$ cat src/rtl/ocpi_axis_pkg.sv
// Shared definitions for the OPED AXI4-Stream loopback: mode encodings and
// elaboration-time helpers.
package ocpi_axis_pkg;

    typedef enum logic [1:0] {
        MODE_FWD   = 2'd0,
        MODE_HOLD  = 2'd1,
        MODE_DRAIN = 2'd2
    } mode_e;

    function automatic int clog2(input int value);
        int result;
        int remain;
        result = 0;
        remain = value - 1;
        while (remain > 0) begin
            result = result + 1;
            remain = remain >> 1;
        end
        return result;
    endfunction

    // Encoding 3 is a second FWD code point.
    function automatic mode_e decode_mode(input logic [1:0] raw);
        case (raw)
            2'd1:    return MODE_HOLD;
            2'd2:    return MODE_DRAIN;
            default: return MODE_FWD;
        endcase
    endfunction

endpackage

$ cat src/rtl/axis_sync_fifo.sv
// Synchronous first-word-fall-through FIFO with a registered read port and
// an occupancy output; a written word is visible on rd_data one edge later.
module axis_sync_fifo
    import ocpi_axis_pkg::*;
#(
    parameter int W     = 8,
    parameter int DEPTH = 4,
    localparam int AW   = clog2(DEPTH)
) (
    input  logic         clk,
    input  logic         rst_n,
    input  logic [W-1:0] wr_data,
    input  logic         wr_en,
    output logic [W-1:0] rd_data,
    output logic         rd_valid,
    input  logic         rd_en,
    output logic [AW:0]  level
);

    localparam logic [AW:0] FULL_LEVEL = (AW+1)'(DEPTH);

    logic [W-1:0]  mem [DEPTH];
    logic [AW-1:0] wr_ptr_reg;
    logic [AW-1:0] rd_ptr_reg;
    logic [AW-1:0] rd_ptr_next;
    logic [AW:0]   count_reg;
    logic [W-1:0]  rd_data_reg;
    logic          full;
    logic          push;
    logic          pop;

    assign full        = (count_reg == FULL_LEVEL);
    assign rd_valid    = (count_reg != '0);
    assign push        = wr_en & ~full;
    assign pop         = rd_en & rd_valid;
    assign rd_ptr_next = rd_ptr_reg + AW'(pop);
    assign rd_data     = rd_data_reg;
    assign level       = count_reg;

    always_ff @(posedge clk or negedge rst_n) begin
        if (!rst_n) begin
            wr_ptr_reg <= '0;
            rd_ptr_reg <= '0;
            count_reg  <= '0;
        end else begin
            if (push) begin
                wr_ptr_reg <= wr_ptr_reg + 1'b1;
            end
            if (pop) begin
                rd_ptr_reg <= rd_ptr_reg + 1'b1;
            end
            case ({push, pop})
                2'b10:   count_reg <= count_reg + 1'b1;
                2'b01:   count_reg <= count_reg - 1'b1;
                default: count_reg <= count_reg;
            endcase
        end
    end

    // The head register prefetches the next entry; a write into the slot that
    // becomes the head is bypassed so the first word falls through in one edge.
    always_ff @(posedge clk) begin
        if (push) begin
            mem[wr_ptr_reg] <= wr_data;
        end
        rd_data_reg <= (push && (wr_ptr_reg == rd_ptr_next)) ? wr_data : mem[rd_ptr_next];
    end

endmodule

$ cat src/rtl/axis_loopback_buf.sv
// Buffered OPED egress-to-ingress AXI4-Stream loopback with FWD/HOLD/DRAIN
// modes and frame/drop counters for DMA soak testing.
module axis_loopback_buf
    import ocpi_axis_pkg::*;
#(
    parameter int DW      = 256,
    parameter int DEPTH   = 16,
    parameter int MDEPTH  = 4,
    parameter int LW      = 16,
    parameter int CW      = 32,
    localparam int LVLW   = clog2(DEPTH) + 1
) (
    input  logic            ACLK,
    input  logic            ARESETN,

    input  logic [DW-1:0]   S_AXIS_DAT_TDATA,
    input  logic [DW/8-1:0] S_AXIS_DAT_TSTRB,
    input  logic            S_AXIS_DAT_TLAST,
    input  logic            S_AXIS_DAT_TVALID,
    output logic            S_AXIS_DAT_TREADY,
    input  logic [LW-1:0]   S_AXIS_LEN_TDATA,
    input  logic            S_AXIS_LEN_TVALID,
    output logic            S_AXIS_LEN_TREADY,
    input  logic [7:0]      S_AXIS_SPT_TDATA,
    input  logic            S_AXIS_SPT_TVALID,
    output logic            S_AXIS_SPT_TREADY,
    input  logic [7:0]      S_AXIS_DPT_TDATA,
    input  logic            S_AXIS_DPT_TVALID,
    output logic            S_AXIS_DPT_TREADY,
    input  logic [7:0]      S_AXIS_ERR_TDATA,
    input  logic            S_AXIS_ERR_TVALID,
    output logic            S_AXIS_ERR_TREADY,

    output logic [DW-1:0]   M_AXIS_DAT_TDATA,
    output logic [DW/8-1:0] M_AXIS_DAT_TSTRB,
    output logic            M_AXIS_DAT_TLAST,
    output logic            M_AXIS_DAT_TVALID,
    input  logic            M_AXIS_DAT_TREADY,
    output logic [LW-1:0]   M_AXIS_LEN_TDATA,
    output logic            M_AXIS_LEN_TVALID,
    input  logic            M_AXIS_LEN_TREADY,
    output logic [7:0]      M_AXIS_SPT_TDATA,
    output logic            M_AXIS_SPT_TVALID,
    input  logic            M_AXIS_SPT_TREADY,
    output logic [7:0]      M_AXIS_DPT_TDATA,
    output logic            M_AXIS_DPT_TVALID,
    input  logic            M_AXIS_DPT_TREADY,
    output logic [7:0]      M_AXIS_ERR_TDATA,
    output logic            M_AXIS_ERR_TVALID,
    input  logic            M_AXIS_ERR_TREADY,

    input  logic [1:0]      MODE,
    output logic [CW-1:0]   FRAME_CNT,
    output logic [CW-1:0]   DROP_CNT,
    output logic [LVLW-1:0] DAT_LEVEL
);

    localparam int DATW              = DW + DW/8 + 1;
    localparam int MLVLW             = clog2(MDEPTH) + 1;
    localparam logic [LVLW-1:0] DAT_FULL_LEVEL = LVLW'(DEPTH);

    mode_e           mode_in;
    mode_e           dat_mode_reg;
    mode_e           dat_mode;
    logic            ready_en_reg;
    logic            dat_in_frame_reg;
    logic            dat_hold;
    logic            dat_drain;
    logic            dat_full;
    logic            dat_valid;
    logic            dat_s_hs;
    logic            dat_push;
    logic            dat_m_hs;
    logic [DATW-1:0] dat_rd_data;
    logic [CW-1:0]   frame_cnt_reg;
    logic [CW-1:0]   drop_cnt_reg;

    assign mode_in = decode_mode(MODE);

    // Mid-frame the DAT channel keeps the mode it had when the frame started.
    assign dat_mode  = dat_in_frame_reg ? dat_mode_reg : mode_in;
    assign dat_hold  = (dat_mode == MODE_HOLD);
    assign dat_drain = (dat_mode == MODE_DRAIN);
    assign dat_full  = (DAT_LEVEL == DAT_FULL_LEVEL);

    assign S_AXIS_DAT_TREADY = ready_en_reg & (dat_drain | ~dat_full);
    assign dat_s_hs          = S_AXIS_DAT_TVALID & S_AXIS_DAT_TREADY;
    assign dat_push          = dat_s_hs & ~dat_drain;
    assign M_AXIS_DAT_TVALID = dat_valid & ~dat_hold;
    assign dat_m_hs          = M_AXIS_DAT_TVALID & M_AXIS_DAT_TREADY;
    assign {M_AXIS_DAT_TLAST, M_AXIS_DAT_TSTRB, M_AXIS_DAT_TDATA} = dat_rd_data;

    axis_sync_fifo #(
        .W     (DATW),
        .DEPTH (DEPTH)
    ) u_dat_fifo (
        .clk      (ACLK),
        .rst_n    (ARESETN),
        .wr_data  ({S_AXIS_DAT_TLAST, S_AXIS_DAT_TSTRB, S_AXIS_DAT_TDATA}),
        .wr_en    (dat_push),
        .rd_data  (dat_rd_data),
        .rd_valid (dat_valid),
        .rd_en    (dat_m_hs),
        .level    (DAT_LEVEL)
    );

    always_ff @(posedge ACLK or negedge ARESETN) begin
        if (!ARESETN) begin
            ready_en_reg     <= 1'b0;
            dat_in_frame_reg <= 1'b0;
            dat_mode_reg     <= MODE_FWD;
            frame_cnt_reg    <= '0;
            drop_cnt_reg     <= '0;
        end else begin
            ready_en_reg <= 1'b1;
            dat_mode_reg <= dat_mode;
            if (dat_s_hs) begin
                dat_in_frame_reg <= ~S_AXIS_DAT_TLAST;
            end
            if (dat_m_hs && M_AXIS_DAT_TLAST) begin
                frame_cnt_reg <= frame_cnt_reg + 1'b1;
            end
            if (dat_s_hs && dat_drain && S_AXIS_DAT_TLAST) begin
                drop_cnt_reg <= drop_cnt_reg + 1'b1;
            end
        end
    end

    assign FRAME_CNT = frame_cnt_reg;
    assign DROP_CNT  = drop_cnt_reg;

    // Metadata channels: index 0 = LEN, 1 = SPT, 2 = DPT, 3 = ERR.
    logic [3:0] meta_s_valid;
    logic [3:0] meta_s_ready;
    logic [3:0] meta_m_valid;
    logic [3:0] meta_m_ready;
    logic [3:0] meta_valid;
    logic [3:0] meta_push;
    logic [3:0] meta_pop;
    logic [7:0] byte_s_data [1:3];
    logic [7:0] byte_m_data [1:3];
    logic       meta_hold;
    logic       meta_drain;

    assign meta_hold  = (mode_in == MODE_HOLD);
    assign meta_drain = (mode_in == MODE_DRAIN);

    assign meta_s_valid = {S_AXIS_ERR_TVALID, S_AXIS_DPT_TVALID, S_AXIS_SPT_TVALID, S_AXIS_LEN_TVALID};
    assign meta_m_ready = {M_AXIS_ERR_TREADY, M_AXIS_DPT_TREADY, M_AXIS_SPT_TREADY, M_AXIS_LEN_TREADY};
    assign {S_AXIS_ERR_TREADY, S_AXIS_DPT_TREADY, S_AXIS_SPT_TREADY, S_AXIS_LEN_TREADY} = meta_s_ready;
    assign {M_AXIS_ERR_TVALID, M_AXIS_DPT_TVALID, M_AXIS_SPT_TVALID, M_AXIS_LEN_TVALID} = meta_m_valid;

    assign byte_s_data[1] = S_AXIS_SPT_TDATA;
    assign byte_s_data[2] = S_AXIS_DPT_TDATA;
    assign byte_s_data[3] = S_AXIS_ERR_TDATA;
    assign M_AXIS_SPT_TDATA = byte_m_data[1];
    assign M_AXIS_DPT_TDATA = byte_m_data[2];
    assign M_AXIS_ERR_TDATA = byte_m_data[3];

    generate
        for (genvar gi = 0; gi < 4; gi++) begin : g_meta
            localparam logic [MLVLW-1:0] META_FULL_LEVEL = MLVLW'(MDEPTH);
            logic [MLVLW-1:0] level;
            logic             full;

            assign full              = (level == META_FULL_LEVEL);
            assign meta_s_ready[gi]  = ready_en_reg & (meta_drain | ~full);
            assign meta_push[gi]     = meta_s_valid[gi] & meta_s_ready[gi] & ~meta_drain;
            assign meta_m_valid[gi]  = meta_valid[gi] & ~meta_hold;
            assign meta_pop[gi]      = meta_m_valid[gi] & meta_m_ready[gi];

            if (gi == 0) begin : g_len
                axis_sync_fifo #(
                    .W     (LW),
                    .DEPTH (MDEPTH)
                ) u_fifo (
                    .clk      (ACLK),
                    .rst_n    (ARESETN),
                    .wr_data  (S_AXIS_LEN_TDATA),
                    .wr_en    (meta_push[gi]),
                    .rd_data  (M_AXIS_LEN_TDATA),
                    .rd_valid (meta_valid[gi]),
                    .rd_en    (meta_pop[gi]),
                    .level    (level)
                );
            end else begin : g_byte
                axis_sync_fifo #(
                    .W     (8),
                    .DEPTH (MDEPTH)
                ) u_fifo (
                    .clk      (ACLK),
                    .rst_n    (ARESETN),
                    .wr_data  (byte_s_data[gi]),
                    .wr_en    (meta_push[gi]),
                    .rd_data  (byte_m_data[gi]),
                    .rd_valid (meta_valid[gi]),
                    .rd_en    (meta_pop[gi]),
                    .level    (level)
                );
            end
        end
    endgenerate

endmodule
$ cat config.mk
export PLATFORM = sky130hd
export DESIGN_NAME = axis_loopback_buf
export DESIGN_NICKNAME = d
export VERILOG_FILES = /design/src/rtl/ocpi_axis_pkg.sv /design/src/rtl/axis_sync_fifo.sv /design/src/rtl/axis_loopback_buf.sv
export SDC_FILE = /design/constraint.sdc
export NUM_CORES = 2
export LEC_CHECK = 0
export CORE_UTILIZATION = 50
export DETAILED_ROUTE_END_ITERATION = 8
export MAX_ROUTING_LAYER = met4
export PLACE_DENSITY = 0.7
export SYNTH_ARGS = -nofsm -noshare
export SYNTH_HDL_FRONTEND = slang
export SYNTH_MEMORY_MAX_BITS = 65536
export SYNTH_SLANG_ARGS = --single-unit
$ cat constraint.sdc
create_clock -name ACLK -period 51.2 [get_ports ACLK]
set_input_delay 5.12 -clock ACLK [delete_from_list [all_inputs] [get_ports ACLK]]
set_output_delay 5.12 -clock ACLK [all_outputs]
set_load 0.005 [all_outputs]
# After elaboration in Yosys (flattened, before gate mapping)
# Memory sizes are Yosys's and may differ from the RTL's. A register that Yosys moved wholly into a read port is not among the register bits.
# Cells that the tools add are included.
[totals] input_bits=343 mem_count=5 ff_bits=109 mem_bits_rw=4784 out_inout_bits=408
[memory_table] name="u_dat_fifo.mem" words=16 width=289 rd=1 rd_clocked_by_memory_dff=1 wr=1 line_no="axis_sync_fifo.sv:22" text="logic [W-1:0] mem [DEPTH];"
[memory_table] name="g_meta[0].g_len.u_fifo.mem" words=4 width=16 rd=1 rd_clocked_by_memory_dff=1 wr=1 line_no="axis_sync_fifo.sv:22"
[memory_table] name="g_meta[1].g_byte.u_fifo.mem" words=4 width=8 rd=1 rd_clocked_by_memory_dff=1 wr=1 line_no="axis_sync_fifo.sv:22"
[memory_table] name="g_meta[2].g_byte.u_fifo.mem" words=4 width=8 rd=1 rd_clocked_by_memory_dff=1 wr=1 line_no="axis_sync_fifo.sv:22"
[memory_table] name="g_meta[3].g_byte.u_fifo.mem" words=4 width=8 rd=1 rd_clocked_by_memory_dff=1 wr=1 line_no="axis_sync_fifo.sv:22"
[classes] add_sub_neg=27 muxes=17 reduce_logical=13 bitwise_logic=50 eq_ne=21
[op_table] cell="32-bit by 1-bit adder with 32-bit output (second input constant)" n=2
[op_table] cell="1-bit AND" n=35
[op_table] cell="3-bit case mux with 2 select lines" n=4
[op_table] cell="2-bit by 1-bit adder with 2-bit output (second input constant)" n=8
[op_table] cell="2-bit by 1-bit == test with 1-bit output (second input constant)" n=8
[op_table] cell="2-bit == test (second input constant)" n=8
[op_table] cell="3-bit by 1-bit adder with 3-bit output (second input constant)" n=4
[op_table] cell="3-bit == test (second input constant)" n=4
[op_table] cell="3-bit nonzero test" n=4
[op_table] cell="3-bit by 1-bit subtractor with 3-bit output (second input constant)" n=4
[op_table] cell="1-bit two-way mux" n=10
[op_table] cell="1-bit NOT" n=10
[op_table] cell="5-bit case mux with 2 select lines" n=1
[op_table] cell="2-bit nonzero test" n=5
[op_table] cell="2-bit by 1-bit adder with 2-bit output" n=4
[op_table] cell="4-bit by 1-bit adder with 4-bit output (second input constant)" n=2
[op_table] cell="5-bit by 1-bit adder with 5-bit output (second input constant)" n=1
[op_table] cell="5-bit == test (second input constant)" n=1
[op_table] cell="1-bit bitwise OR" n=5
[op_table] cell="5-bit nonzero test" n=1
[op_table] cell="5-bit by 1-bit subtractor with 5-bit output (second input constant)" n=1
[op_table] cell="4-bit by 1-bit adder with 4-bit output" n=1
[op_table] cell="2-bit case mux with 2 select lines" n=1
[op_table] cell="1-bit logical AND" n=3
[op_table] cell="2-bit two-way mux" n=1

# Logic depth before layout (Yosys ltp)
[logic_depth] word_depth=11 ltp_mapped=15 ltp_nobuf=12

# Modules after synthesis
# Synthesis repeated with hierarchy kept, for this count alone.
[hier_totals] hier_cells=7917 area_unflattened_um2=185263.9
[modules_own_cells] module="axis_sync_fifo (u_dat_fifo)" area_each_um2=174014.4 n_inst=1 cells_each=7217 seq_area_each_um2=139258.6
[modules_own_cells] module="axis_sync_fifo (g_meta[1].g_byte.u_fifo ...)" area_each_um2=1652.8 n_inst=3 cells_each=83 seq_area_each_um2=1176.1
[modules_own_cells] module="axis_loopback_buf" area_each_um2=3457.1 n_inst=1 cells_each=326 seq_area_each_um2=1701.6
[modules_own_cells] module="axis_sync_fifo (g_meta[0].g_len.u_fifo)" area_each_um2=2834.0 n_inst=1 cells_each=125 seq_area_each_um2=2137.0

# Worst setup path before layout
# OpenSTA, ideal clock, no wires.
[synth_path] path_type="input -> register" from="input port MODE[1]" to="memory u_dat_fifo.mem[3][0] (netlist bit) (enable)" required_ps=49908 path_stages=6 slack_ps=24375 setup_ps=1292 n_path_buf=1 arrival_ps=25534 path_cell_list="or3b_1 -> buf_6 -> nand2_1 -> nor3b_2 -> nand2_1 -> nor3_1"
[synth_via] elab_chain_len=11
[synth_rtl] element="from (decl)" line_no="axis_loopback_buf.sv:52" text="input logic [1:0] MODE,"
[synth_rtl] element="2-bit == test or 2-bit by 1-bit == test with 1-bit output (tied branches)" line_no="ocpi_axis_pkg.sv:25" text="case (raw)"
[synth_rtl] element="2-bit case mux with 2 select lines (*)" line_no="ocpi_axis_pkg.sv:25"
[synth_rtl] element="2-bit two-way mux (*)" line_no="axis_loopback_buf.sv:81" text="assign dat_mode = dat_in_frame_reg ? dat_mode_reg : mode_in;"
[synth_rtl] element="2-bit == test (*)" line_no="axis_loopback_buf.sv:83" text="assign dat_drain = (dat_mode == MODE_DRAIN);"
[synth_rtl] element="1-bit bitwise OR" line_no="axis_loopback_buf.sv:86" text="assign S_AXIS_DAT_TREADY = ready_en_reg & (dat_drain | ~dat_full);"
[synth_rtl] element="1-bit AND" line_no="axis_loopback_buf.sv:86"
[synth_rtl] element="1-bit AND" line_no="axis_loopback_buf.sv:87" text="assign dat_s_hs = S_AXIS_DAT_TVALID & S_AXIS_DAT_TREADY;"
[synth_rtl] element="1-bit AND (*)" line_no="axis_loopback_buf.sv:88" text="assign dat_push = dat_s_hs & ~dat_drain;"
[synth_rtl] element="1-bit AND (*)" line_no="axis_sync_fifo.sv:34" text="assign push = wr_en & ~full;"
[synth_rtl] element="1-bit two-way mux (*)" line_no="axis_sync_fifo.sv:63" text="if (push) begin"
[synth_rtl] element="1-bit two-way mux (not written as such) (*)" line_no="axis_sync_fifo.sv:64" text="mem[wr_ptr_reg] <= wr_data;"
[synth_rtl] element="to (decl)" line_no="axis_sync_fifo.sv:22"
# Mark *: on every way between the ends. The rest lies on a longest branch, timed or not.

==> run_results.csv <==
group,metric,value,unit
detailed_routing,drt-pass1-iter-count,6,
detailed_routing,wl_per_cell,31.4,um
detailed_routing,ant_nets,0,
timing,max_freq,72.7,MHz
job,drv_cap,0,
synthesis,synth_edf_count,4784,
layout,largest_register_ffs,4624,
clocking,postCtsHoldBufs,0,
layout,max_flop_register,"u_dat_fifo.mem",
synthesis,yosysUniqueCellTypes,50,
layout,post-route-util,58.4,%
power,leakage,66.8,nW
synthesis,synth_fp_nets,7651,
synthesis,synth_top_area_share,77.7,%
timing,tns,0,ps
timing,worst_slew_pin_slew,1280,ps
critical_path,crit_path_end,"M_AXIS_DAT_TDATA[54]",
synthesis,ys_seq_elements,4905,
clocking,cts.sinks,4905,
global_routing,grtUsageTotal,23.6,%
critical_path,worstRegToRegCells,10,
placement,port_buffers,750,
min_path,min-delay-path-class,"reg2reg",
timing,setup_viol,0,
synthesis,yosysTopAreaCell,"edfxtp_1",
global_routing,antenna_found_initial,97,
floorplan,die_h,610,um
clocking,htree_levels,5,
synthesis,yosysMostFrequentCell,"edfxtp_1",
critical_path,crit_path_end_kind,"output port",
synthesis,yosysWarnings,0,
timing,min_period,13750,ps
layout,nFillCells,25300,
critical_path,r2r-start,"dat_in_frame_reg",
floorplan,ios,751,
timing,slew-limit-headroom,14.4,%
synthesis,synthTopCellsByArea,"edfxtp_1, mux4_2, dfrtp_1, buf_2, clkbuf_1",
global_routing,grt_overflow_total,0,
synthesis,synthTopCellsByCount,"edfxtp_1, mux4_2, clkbuf_1",
global_routing,grt_pass1_vias,86200,
timing,slew_viol_final,0,
synthesis,syn_avg_cell_area,25.4,um^2
synthesis,syn-cell-area,0.185,mm^2
detailed_routing,drcViolationCount,0,
layout,drive_gt1_share,26.9,%
floorplan,start_util,50.4,%
timing,fin_skew,75.2,ps
floorplan,dieArea,0.372,mm^2
clocking,numCtsBuffers,473,
run_status,outcome,"complete, no violations",
placement,post-dp-hpwl,225,mm
critical_path,worstPathRequired,46080,ps
critical_path,r2r-end,"u_dat_fifo.mem[11][108]",
clocking,cts_setup_buffers,0,
floorplan,rows,222,
synthesis,syn_inst,7267,
critical_path,reg2reg_slack,45460,ps
detailed_routing,via_per_inst,6.10,
detailed_routing,wl,430,mm
clocking,insertion_delay,990,ps
layout,syn2layout_area_growth,15.9,%
clocking,ctsRootBufferMaster,"clkbuf_16",
timing,finalCritPeriodShare,26.9,%
critical_path,cp.arrival,8630,ps
global_routing,grt_pass1_wl,618,mm
power,finalPower,11.4,mW
floorplan,die_x,610,um
power,p_per_area,53.3,mW/mm^2
timing,rsz0062_at_grt,"no",
floorplan,core,0.367,mm^2
placement,gp_congestion,0.832,
clocking,post_cts_resized,0,
layout,fin_nets,8679,
detailed_routing,drtIter0Drc,9244,
power,vdd_ir_drop_max,0.0000495,V
synthesis,ys.flop_type,"edfxtp_1",
clocking,cts_tree,"yes",
timing,hold_viol_final,0,
layout,top_regs,"u_dat_fifo.mem: 4624 flops, g_meta.g_byte.u_fifo.mem: 96 flops, g_meta.g_len.u_fifo.mem: 64 flops",
critical_path,cp-start-kind,"register",
critical_path,cp_max_fo,129,
detailed_routing,vias,83500,
global_routing,grt_start_max_net_pins,144,
synthesis,synthArstFlopShare,2.22,%
synthesis,ys_seq_area_share,79.3,%
clocking,path_clk_slew,60,ps
clocking,clockBufferDepth,4,
critical_path,crit_type,"reg2out",
timing,holdWs,465,ps
==> cell usage in the layout, fill, tap and decap left out, drive strengths merged, types with 11 or more instances in the layout <==
master | Yosys | final
and2 | 22 | 22
nand4 | 23 | 23
xnor2 | 47 | 47
clkbuf | 151 | 567
clkinv | 0 | 229
mux2i | 32 | 32
nor4 | 17 | 17
ha | 37 | 37
nor2b | 26 | 26
bufinv | 0 | 49
a21oi | 35 | 35
buf | 210 | 165
and3 | 15 | 15
clkinvlp | 0 | 24
nor2 | 33 | 33
dfrtp | 109 | 109
dfxtp | 12 | 12
edfxtp | 4784 | 4784
nand2 | 54 | 54
mux4 | 1461 | 1461
inv | 28 | 40
a211oi | 21 | 21
clkdlybuf4s50 | 0 | 749
nor3 | 11 | 11
nand3 | 33 | 33
xor2 | 57 | 57
diode | 0 | 51
==> worst max-delay path: stages (launching register included) <==
cell             delay, ps
dfxtp_4                930
buf_4                  800
buf_12                 660
buf_4                  780
buf_4                  930
buf_4                  880
buf_4                  800
mux4_2                 430
mux4_2                 540
clkdlybuf4s50_1        550
==> metal layers <==
metal	up-vias	wire length [um]	track usage, %
li1	33700	-	-
met1	45500	170000	31.2
met2	3579	219000	38.5
met3	726	28800	3.70
met4	0	12500	7.03
met5	-	0	-
==> logic make-up after synthesis <==
group / Yosys count / synth area share [%]
multiplexers: 1496 / 18.0
buffers and inverters: 389 / 0.915
AO/OA/AOI/OAI: 82 / 0.302
adder cells (fa/ha/maj): 41 / 0.294
XOR/XNOR: 104 / 0.493
flip-flops: 4905 / 79.3
other: 1 / 0.00203
AND/OR/NAND/NOR: 249 / 0.721
==> how the worst min path moves through the flow <==
stage / cells past startpoint / slack (ps) / end / start
floorplan: 2 / 450 / dat_mode_reg[0] / dat_mode_reg[0]
global placement: 1 / 460 / DROP_CNT[31] / DROP_CNT[31]
detailed placement: 1 / 460 / FRAME_CNT[31] / FRAME_CNT[31]
CTS: 1 / 470 / FRAME_CNT[31] / FRAME_CNT[31]
global route: 1 / 480 / FRAME_CNT[31] / FRAME_CNT[31]
finish: 1 / 460 / FRAME_CNT[31] / FRAME_CNT[31]
==> metrics by stage <==
step	cell area, um^2	cells	setup WS [ps]
6_report	214000	13700	37450
5_1_grt	214000	13700	37090
4_1_cts	214000	13600	37300
3_5_place_dp	199000	12700	38390
3_3_place_gp	199000	12700	38470
2_1_floorplan	185000	7267	24370
==> final cells by class <==
class / instances / area [um^2] / share of cell area (%)
Sequential cell: 4905 / 147000 / 68.4
Multi-Input combinational cell: 1973 / 36700 / 17.1
Clock buffer: 567 / 12300 / 5.73
Timing Repair Buffer: 914 / 8970 / 4.19
Tap cell: 4928 / 6170 / 2.88
Clock inverter: 314 / 3290 / 1.53
Antenna cell: 51 / 128 / 0.0596
Inverter: 28 / 105 / 0.0490
==> power by group <==
group          leakage [nW]  internal (mW)  switching, mW
sequential             44.6           4.61          0.108
combinational          14.7           1.69           1.54
clock                  7.53           1.97           1.50
Power figures use the tool's default switching activity.
